## src/rtl/ox_tx_stream_arb_pkg.sv

```systemverilog
// Shared definitions for the OmniXtend transmit stream arbiter.
// FSM encoding, tDest mode selectors and a width helper.
package ox_tx_stream_arb_pkg;

    localparam logic [0:0] ST_IDLE = 1'b0;
    localparam logic [0:0] ST_XFER = 1'b1;

    localparam int DEST_MODE_PASS = 0;
    localparam int DEST_MODE_IDX  = 1;

    function automatic int ox_clog2(input int value);
        int r;
        r = 0;
        while ((1 << r) < value) begin
            r++;
        end
        return (r < 1) ? 1 : r;
    endfunction

endpackage

```

## src/rtl/ox_tx_stream_arb_rr_pick.sv

```systemverilog
// Combinational round-robin selector: first requester found
// searching upward from the source after last_grant, wrapping.
module ox_rr_pick #(
    parameter int NUM_CH = 4,
    parameter int CH_W   = 2
) (
    input  logic [NUM_CH-1:0] req,
    input  logic [CH_W-1:0]   last_grant,
    output logic [CH_W-1:0]   grant,
    output logic              any_req
);

    logic [CH_W:0] cand;

    always_comb begin
        grant   = '0;
        any_req = 1'b0;
        cand    = '0;
        for (int i = 1; i <= NUM_CH; i++) begin
            cand = {1'b0, last_grant} + (CH_W+1)'(i);
            if (cand >= (CH_W+1)'(NUM_CH)) begin
                cand = cand - (CH_W+1)'(NUM_CH);
            end
            if (!any_req && req[cand[CH_W-1:0]]) begin
                grant   = cand[CH_W-1:0];
                any_req = 1'b1;
            end
        end
    end

endmodule

```

## src/rtl/ox_tx_stream_arb.sv

```systemverilog
// Frame-granular round-robin merge of NUM_CH AXI-Stream sources
// onto the SFP transmit stream, with a fully registered output.
module ox_tx_stream_arb
    import ox_tx_stream_arb_pkg::*;
#(
    parameter int NUM_CH    = 4,
    parameter int DATA_W    = 64,
    parameter int DEST_W    = 4,
    parameter int DEST_MODE = 0
) (
    input  logic                       sfp_axis_tx_aclk,
    input  logic                       sfp_axis_tx_aresetn,
    input  logic [NUM_CH-1:0]          ch_en,
    input  logic [NUM_CH-1:0]          s_axis_tvalid,
    output logic [NUM_CH-1:0]          s_axis_tready,
    input  logic [NUM_CH*DATA_W-1:0]   s_axis_tdata,
    input  logic [NUM_CH*DATA_W/8-1:0] s_axis_tkeep,
    input  logic [NUM_CH-1:0]          s_axis_tlast,
    input  logic [NUM_CH*DEST_W-1:0]   s_axis_tDest,
    output logic                       sfp_axis_tx_tvalid,
    input  logic                       sfp_axis_tx_tready,
    output logic [DATA_W-1:0]          sfp_axis_tx_tdata,
    output logic [DATA_W/8-1:0]        sfp_axis_tx_tkeep,
    output logic                       sfp_axis_tx_tlast,
    output logic [DEST_W-1:0]          sfp_axis_tx_tDest,
    output logic                       busy,
    output logic [ox_clog2(NUM_CH)-1:0] cur_ch,
    output logic [31:0]                frame_cnt
);

    localparam int CH_W   = ox_clog2(NUM_CH);
    localparam int KEEP_W = DATA_W / 8;

    logic [0:0]        state;
    logic [CH_W-1:0]   grant;
    logic [CH_W-1:0]   last_grant;
    logic [CH_W-1:0]   pick;
    logic              any_req;
    logic [NUM_CH-1:0] req;
    logic              out_ready;
    logic              accept;

    logic              sel_valid;
    logic              sel_last;
    logic [DATA_W-1:0] sel_data;
    logic [KEEP_W-1:0] sel_keep;
    logic [DEST_W-1:0] sel_dest;

    assign req       = s_axis_tvalid & ch_en;
    assign out_ready = !sfp_axis_tx_tvalid || sfp_axis_tx_tready;
    assign accept    = (state == ST_XFER) && sel_valid && out_ready;
    assign busy      = (state == ST_XFER);
    assign cur_ch    = grant;

    ox_rr_pick #(
        .NUM_CH (NUM_CH),
        .CH_W   (CH_W)
    ) u_pick (
        .req        (req),
        .last_grant (last_grant),
        .grant      (pick),
        .any_req    (any_req)
    );

    always_comb begin
        sel_valid = 1'b0;
        sel_last  = 1'b0;
        sel_data  = '0;
        sel_keep  = '0;
        sel_dest  = '0;
        for (int c = 0; c < NUM_CH; c++) begin
            if (grant == CH_W'(c)) begin
                sel_valid = s_axis_tvalid[c];
                sel_last  = s_axis_tlast[c];
                sel_data  = s_axis_tdata[c*DATA_W +: DATA_W];
                sel_keep  = s_axis_tkeep[c*KEEP_W +: KEEP_W];
                sel_dest  = s_axis_tDest[c*DEST_W +: DEST_W];
            end
        end
        if (DEST_MODE == DEST_MODE_IDX) begin
            sel_dest = DEST_W'(grant);
        end
    end

    // Only the owner sees ready; it follows the output slot combinationally.
    always_comb begin
        s_axis_tready = '0;
        if (state == ST_XFER) begin
            for (int c = 0; c < NUM_CH; c++) begin
                if (grant == CH_W'(c)) begin
                    s_axis_tready[c] = out_ready;
                end
            end
        end
    end

    always_ff @(posedge sfp_axis_tx_aclk or negedge sfp_axis_tx_aresetn) begin
        if (!sfp_axis_tx_aresetn) begin
            state      <= ST_IDLE;
            grant      <= '0;
            last_grant <= CH_W'(NUM_CH - 1);
        end else begin
            unique case (state)
                ST_IDLE: begin
                    if (any_req) begin
                        grant <= pick;
                        state <= ST_XFER;
                    end
                end
                ST_XFER: begin
                    if (accept && sel_last) begin
                        last_grant <= grant;
                        state      <= ST_IDLE;
                    end
                end
            endcase
        end
    end

    always_ff @(posedge sfp_axis_tx_aclk or negedge sfp_axis_tx_aresetn) begin
        if (!sfp_axis_tx_aresetn) begin
            sfp_axis_tx_tvalid <= 1'b0;
            sfp_axis_tx_tdata  <= '0;
            sfp_axis_tx_tkeep  <= '0;
            sfp_axis_tx_tlast  <= 1'b0;
            sfp_axis_tx_tDest  <= '0;
        end else if (accept) begin
            sfp_axis_tx_tvalid <= 1'b1;
            sfp_axis_tx_tdata  <= sel_data;
            sfp_axis_tx_tkeep  <= sel_keep;
            sfp_axis_tx_tlast  <= sel_last;
            sfp_axis_tx_tDest  <= sel_dest;
        end else if (sfp_axis_tx_tready) begin
            sfp_axis_tx_tvalid <= 1'b0;
        end
    end

    always_ff @(posedge sfp_axis_tx_aclk or negedge sfp_axis_tx_aresetn) begin
        if (!sfp_axis_tx_aresetn) begin
            frame_cnt <= '0;
        end else if (sfp_axis_tx_tvalid && sfp_axis_tx_tready && sfp_axis_tx_tlast) begin
            frame_cnt <= frame_cnt + 32'd1;
        end
    end

endmodule

```

## config.mk

```make
export PLATFORM = sky130hd
export DESIGN_NAME = ox_tx_stream_arb
export DESIGN_NICKNAME = d
export VERILOG_FILES = /design/src/rtl/ox_tx_stream_arb_pkg.sv /design/src/rtl/ox_tx_stream_arb_rr_pick.sv /design/src/rtl/ox_tx_stream_arb.sv
export SDC_FILE = /design/constraint.sdc
export NUM_CORES = 1
export LEC_CHECK = 0
export ABC_AREA = 0
export ABC_CLOCK_PERIOD_IN_PS = 2200
export CAP_MARGIN = 20
export CORE_AREA = 2 2 171 173
export DETAILED_ROUTE_END_ITERATION = 10
export DIE_AREA = 0 0 173 175
export SLEW_MARGIN = 20
export SYNTH_ARGS = -nofsm -noshare
export SYNTH_HDL_FRONTEND = slang
export SYNTH_HIERARCHICAL = 1
export SYNTH_SLANG_ARGS = --single-unit
```

## constraint.sdc

```tcl
create_clock -name sfp_axis_tx_aclk -period 2.2 [get_ports sfp_axis_tx_aclk]
set_clock_uncertainty 0.15 [all_clocks]
set_input_delay 0.22 -clock sfp_axis_tx_aclk [delete_from_list [all_inputs] [get_ports sfp_axis_tx_aclk]]
set_output_delay 0.22 -clock sfp_axis_tx_aclk [all_outputs]
set_load 0.02 [all_outputs]
```

# --- After elaboration in Yosys (flattened, before gate mapping) ---
# Index checks and enable logic that the tools add are counted.
# Widths: inputs -> output; s select.
totals:
  memories: 0
  reg_bits: 115
  ramBits: 0
  wordCells: 98
  rom_bits: 0
  latchBits: 0
op_classes:
  addsub: 9
  muxes: 50
  n_eq_ne: 3
  bitwise_logic: 2
  div: 0
  reduce_logical: 17
  multipliers: 0
  shift: 0
  n_lt_le_gt_ge: 8
op_table:
  columns: ["operator", "n"]
  rows:
  - ["$mux 64", 4]
  - ["$add 32x1->32 const B", 1]
  - ["$mux 8", 4]
  - ["$mux 1", 24]
  - ["$mux 4", 5]
  - ["$mux 2", 8]
  - ["$ge 3x3->1 const B", 4]
  - ["$lt 2x3->1 const B", 4]
  - ["$bmux 1 s2", 4]
  - ["$logic_and 1x1->1", 8]
  - ["$sub 2x1->2 const B", 4]
  - ["$add 2x2->3 const B", 2]
  - ["$and 4x4->4", 1]
  - ["$eq 2x2->1 const B", 2]
  - ["$logic_not 1->1", 4]
  - ["$reduce_and 2->1", 2]
  - ["$add 2x1->3 const B", 1]
  - ["$add 2x3->3 const B", 1]
  - ["$eq 2x1->1 const B", 1]
  - ["$logic_not 2->1", 1]
  - ["$pmux 1 s2", 1]
  - ["$reduce_bool 2->1", 1]
  - ["$logic_or 1x1->1", 1]
  - ["$not 1->1", 1]

# --- Logic depth before layout (Yosys ltp) ---
logic_depth:
  depth_word: 17
  depth_mapped: 7

# --- Modules after synthesis ---
# Netlist, hierarchy kept.
modules_own_cells:
  columns: ["mod", "instances", "seq_area_each_um2", "area_per_inst_um2", "cells_per_inst"]
  rows:
  - ["ox_tx_stream_arb", 1, 2880.3, 6376.1, 409]
  - ["ox_rr_pick", 1, 0.0, 91.3, 14]

# --- Worst setup path before layout ---
# Ideal clock, no wire load.
synth_path:
  kind: "register to output"
  startpoint: "register grant[1] (netlist: cur_ch[1])"
  endpoint: "output port s_axis_tready[2]"
  path_buffers: 3
  path_stages_with_launch: 6
  required_time_ns: 1.830
  setup_slack_ns: 0.005
  arrival_ns: 1.825
  cell_sequence: "dfrtp_1 -> buf_2 -> buf_2 -> buf_1 -> inv_1 -> nor3_1"
synth_via:
  elab_chain_cells: 3
synth_lines:
  columns: ["item", "line_no", "rtl"]
  rows:
  - ["start: declaration", "ox_tx_stream_arb.sv:35", "logic [CH_W-1:0] grant;"]
  - ["start signal: assignment", "ox_tx_stream_arb.sv:106", "grant <= pick;"]
  - ["$eq 2x2->1", "ox_tx_stream_arb.sv:90", "if (grant == CH_W'(c)) begin"]
  - ["$mux 1", "ox_tx_stream_arb.sv:90", null]
  - ["$mux 4", "ox_tx_stream_arb.sv:88", "if (state == ST_XFER) begin"]
  - ["end: declaration", "ox_tx_stream_arb.sv:15", "output logic [NUM_CH-1:0] s_axis_tready,"]
# No other way between the ends.

# --- Final worst setup path ---
layout_path:
  startpoint: "register grant[0] (netlist: cur_ch[0])"
  endpoint: "register sfp_axis_tx_tdata[44]"
layout_via:
  elab_chain_cells: 7
  elab_cells_between_ends: 14
layout_lines:
  columns: ["item", "line_no", "rtl"]
  rows:
  - ["$logic_not 2->1", "ox_tx_stream_arb.sv:72", "if (grant == CH_W'(c)) begin"]
  - ["$mux 1 (4 in a row)", "ox_tx_stream_arb.sv:72", null]
  - ["$logic_and 1x1->1 (2 in a row)", "ox_tx_stream_arb.sv:51", "assign accept = (state == ST_XFER) && sel_valid && out_ready;"]
  - ["end signal: assignment", "ox_tx_stream_arb.sv:129", "sfp_axis_tx_tdata <= sel_data;"]
  - ["end: declaration", "ox_tx_stream_arb.sv:22", "output logic [DATA_W-1:0] sfp_axis_tx_tdata,"]
# Parallel ways exist; a longest one is shown, timed or not.
# A chain may end at the register's enable or synchronous reset.

==> flow_summary.yaml <==
setup_path:
  endpoint_kind: "flip-flop"
  cp_num_buf_inv: 2
  crit_chain: "buf_6 -> mux4_2 -> nand3_4 -> clkbuf_16 -> mux2_2"
  crit_path_start_kind: "flip-flop"
  cp.arrival_ps: 2340
  reg2reg_slack_ps: -3
  max_stage_delay_ps: 500
  crit_family: "multiplexers"
  required_ps: 2340
  path_class: "flip-flop to flip-flop"
  critPathSlowestCell: "mux4_2"
  path_max_fanout: 8
synthesis:
  ys_ff_latch: 115
  synth_area_mm2: 0.00647
  synth-edff-count: 0
  synth_cell_types: 35
  ys_warn_count: 6
  synthArstFlopShare_pct: 100
  synth_area_per_cell_um2: 15.3
  syn_nets: 743
  synth_seq_area_share_pct: 44.5
  postSynthCellCount: 423
  ys.flop_type: "dfrtp_1"
drt:
  vias: 5717
  drt-vias-per-instance: 4.44
  wl_um: 25000
  drc: 0
  drt_iter0_drc: 184
  ant_nets: 0
  wl_per_cell_um: 19.4
  first_pass_iters: 6
sta:
  slew_headroom_pct: 70.4
  fmax_mhz: 454
  hold-worst-slack_ps: 107
  slew_violations: 0
  rsz0062_at_grt: "true"
  hold_violations: 0
  postLayoutSetupSlackWorst_ps: -3.21
  worst_pin_slew_ps: 443
  period_needed_ps: 2200
  report.final.setup_viol: 1
  fin_crit_sh_pct: 100
global_routing:
  grt_pass1_vias: 6351
  grt_usage_pct: 15.5
  grt_use_met3_pct: 5.05
  grt.met2_usage_pct: 28.8
  grt_overflow: 0
  grt_first_pass_wirelength_um: 36000
  grt_max_degree: 63
  use_met1_pct: 16.9
  top_usage_layer: "met2"
  antenna_found_initial: 0
cts:
  htreeDepth: 4
  cts-root-buf: "clkbuf_16"
  cts_buffers: 17
  cts_tree: "built"
  cts.sinks: 115
  insertion_delay_ps: 400
  clkSlewWorstSetupHoldPaths_ps: 60
  clk_path_buf_depth: 2
final_layout:
  final_cell_mix: "428 x clkdlybuf4s50_1, 111 x dfrtp_1, 78 x mux4_2"
  layout_commonest_cell: "clkdlybuf4s50_1"
  final_util_pct: 43.8
  layout-drive-gt1-share_pct: 24.5
  synthToLayoutAreaGrowth_pct: 92.4
  antenna_cells: 0
  final_nets: 1212
run_status:
  violations: "setup timing"
  status: "complete, but fails checks"
pwr:
  powerDensity_mw_per_mm2: 1260
  p_leak_nw: 4.94
  ir_worst_vdd_mv: 0.699
hold_path:
  hold_path_class: "input port to asynchronous set/reset pin"
floorplan:
  die_area_mm2: 0.0303
  rows: 62
  die_x_um: 173
  die_y_um: 175
  ios: 436
  fp.coreArea_mm2: 0.0284
  start_util_pct: 22.8
placed_design:
  portBuffers: 435
  place_hpwl_um: 19800
  gp_congestion: 0.782
flow_run:
  maxCapViolCount: 0
cell usage after synthesis, types with 2 or more instances:
master | n | area (um^2)
dfstp_2 | 2 | 52.6
nor3_1 | 4 | 20.0
xor2_1 | 6 | 52.6
buf_2 | 18 | 90.1
o21ai_0 | 2 | 10.0
xnor2_1 | 25 | 219
and4_1 | 3 | 26.3
mux4_2 | 78 | 1760
clkbuf_1 | 6 | 22.5
a21oi_1 | 2 | 10.0
and2_1 | 4 | 25.0
nand4_1 | 11 | 68.8
and3_1 | 7 | 43.8
mux2_2 | 50 | 563
nand2b_1 | 4 | 25.0
dfrtp_1 | 113 | 2830
inv_1 | 2 | 7.51
nor4_1 | 2 | 12.5
nor2_1 | 8 | 30.0
nand2_1 | 17 | 63.8
buf_6 | 3 | 33.8
mux2_1 | 29 | 327
nand3_1 | 15 | 75.1
flip-flops by register name (all words and copies together), names as in the netlist:
signal	flops
busy	1
sfp_axis_tx_tvalid	1
sfp_axis_tx_tdata	64
sfp_axis_tx_tlast	1
last_grant	2
frame_cnt	32
cur_ch	2
sfp_axis_tx_tkeep	8
sfp_axis_tx_tDest	4
through the flow:
stage,setup slack (ps),setup TNS (ps),area (um^2),std cells,power (mW)
6_report,-3.21,-3.21,12400,1289,15.6
5_1_grt,-45.2,-507,12400,1289,16.5
4_1_cts,1.55,0,12100,1277,14.9
3_5_place_dp,-181,-8860,11400,1241,11.8
3_3_place_gp,-219,-7960,11400,1241,11.8
2_1_floorplan,4.88,0,6470,423,8.18
final timing paths:
| path | start | endpoint | cells after the start |
|---|---|---|---|
| worst max-delay path | cur_ch[0] | sfp_axis_tx_tdata[44] | 5 |
| worst min-delay path | sfp_axis_tx_aresetn | sfp_axis_tx_tdata[5] | 2 |
| worst max register to register | cur_ch[0] | sfp_axis_tx_tdata[44] | 5 |
| worst min register to register | frame_cnt[31] | frame_cnt[31] | 1 |
| max in group asynchronous | sfp_axis_tx_aresetn | last_grant[1] | 3 |
| min in group sfp_axis_tx_aclk | frame_cnt[31] | frame_cnt[31] | 1 |
routing by layer:
metal / wire length, um / vias up / part of all wire (%)
li1: - / 2600 / -
met1: 9730 / 2860 / 39
met3: 1660 / 22 / 6.6
met4: 373 / 0 / 1.5
met2: 13300 / 235 / 53
met5: 0 / - / 0
cell families after synthesis:
family	Yosys count	share of synthesized area, %
and+or+nand+nor	79	6.56
AOI/OAI and AO/OA	8	0.890
DFF	115	44.5
muxes	158	41.1
buffers and inverters	31	2.55
adders and majority gates	1	0.193
xor gates and xnor gates	31	4.20
where the power goes:
part           total, mW  switching (mW)  internal, mW
logic               9.13            3.87          5.26
registers           3.57           0.552          3.01
clock network       2.93            1.00          1.92
what timing repair did:
action / in CTS / in global routing
resized for setup: 7 / 40
endpoints found under the hold margin: 113 / 0
setup buffers: 2 / 3
endpoints found under the setup margin: 5 / 64
pin swaps: 1 / 1
gates cloned: 1 / 9
hold buffers: 1 / 0
final cells by class:
class                      instances  area [um^2]
fill                            2662        15900
sequential                       115         2890
multi-input combinational        278         3570
timing repair buffer             478         4880
inverter                           2         7.51
tap                              384          480
clock buffer                      19          443
clock inverter                    13          181
Power figures use the tool's default switching activity.
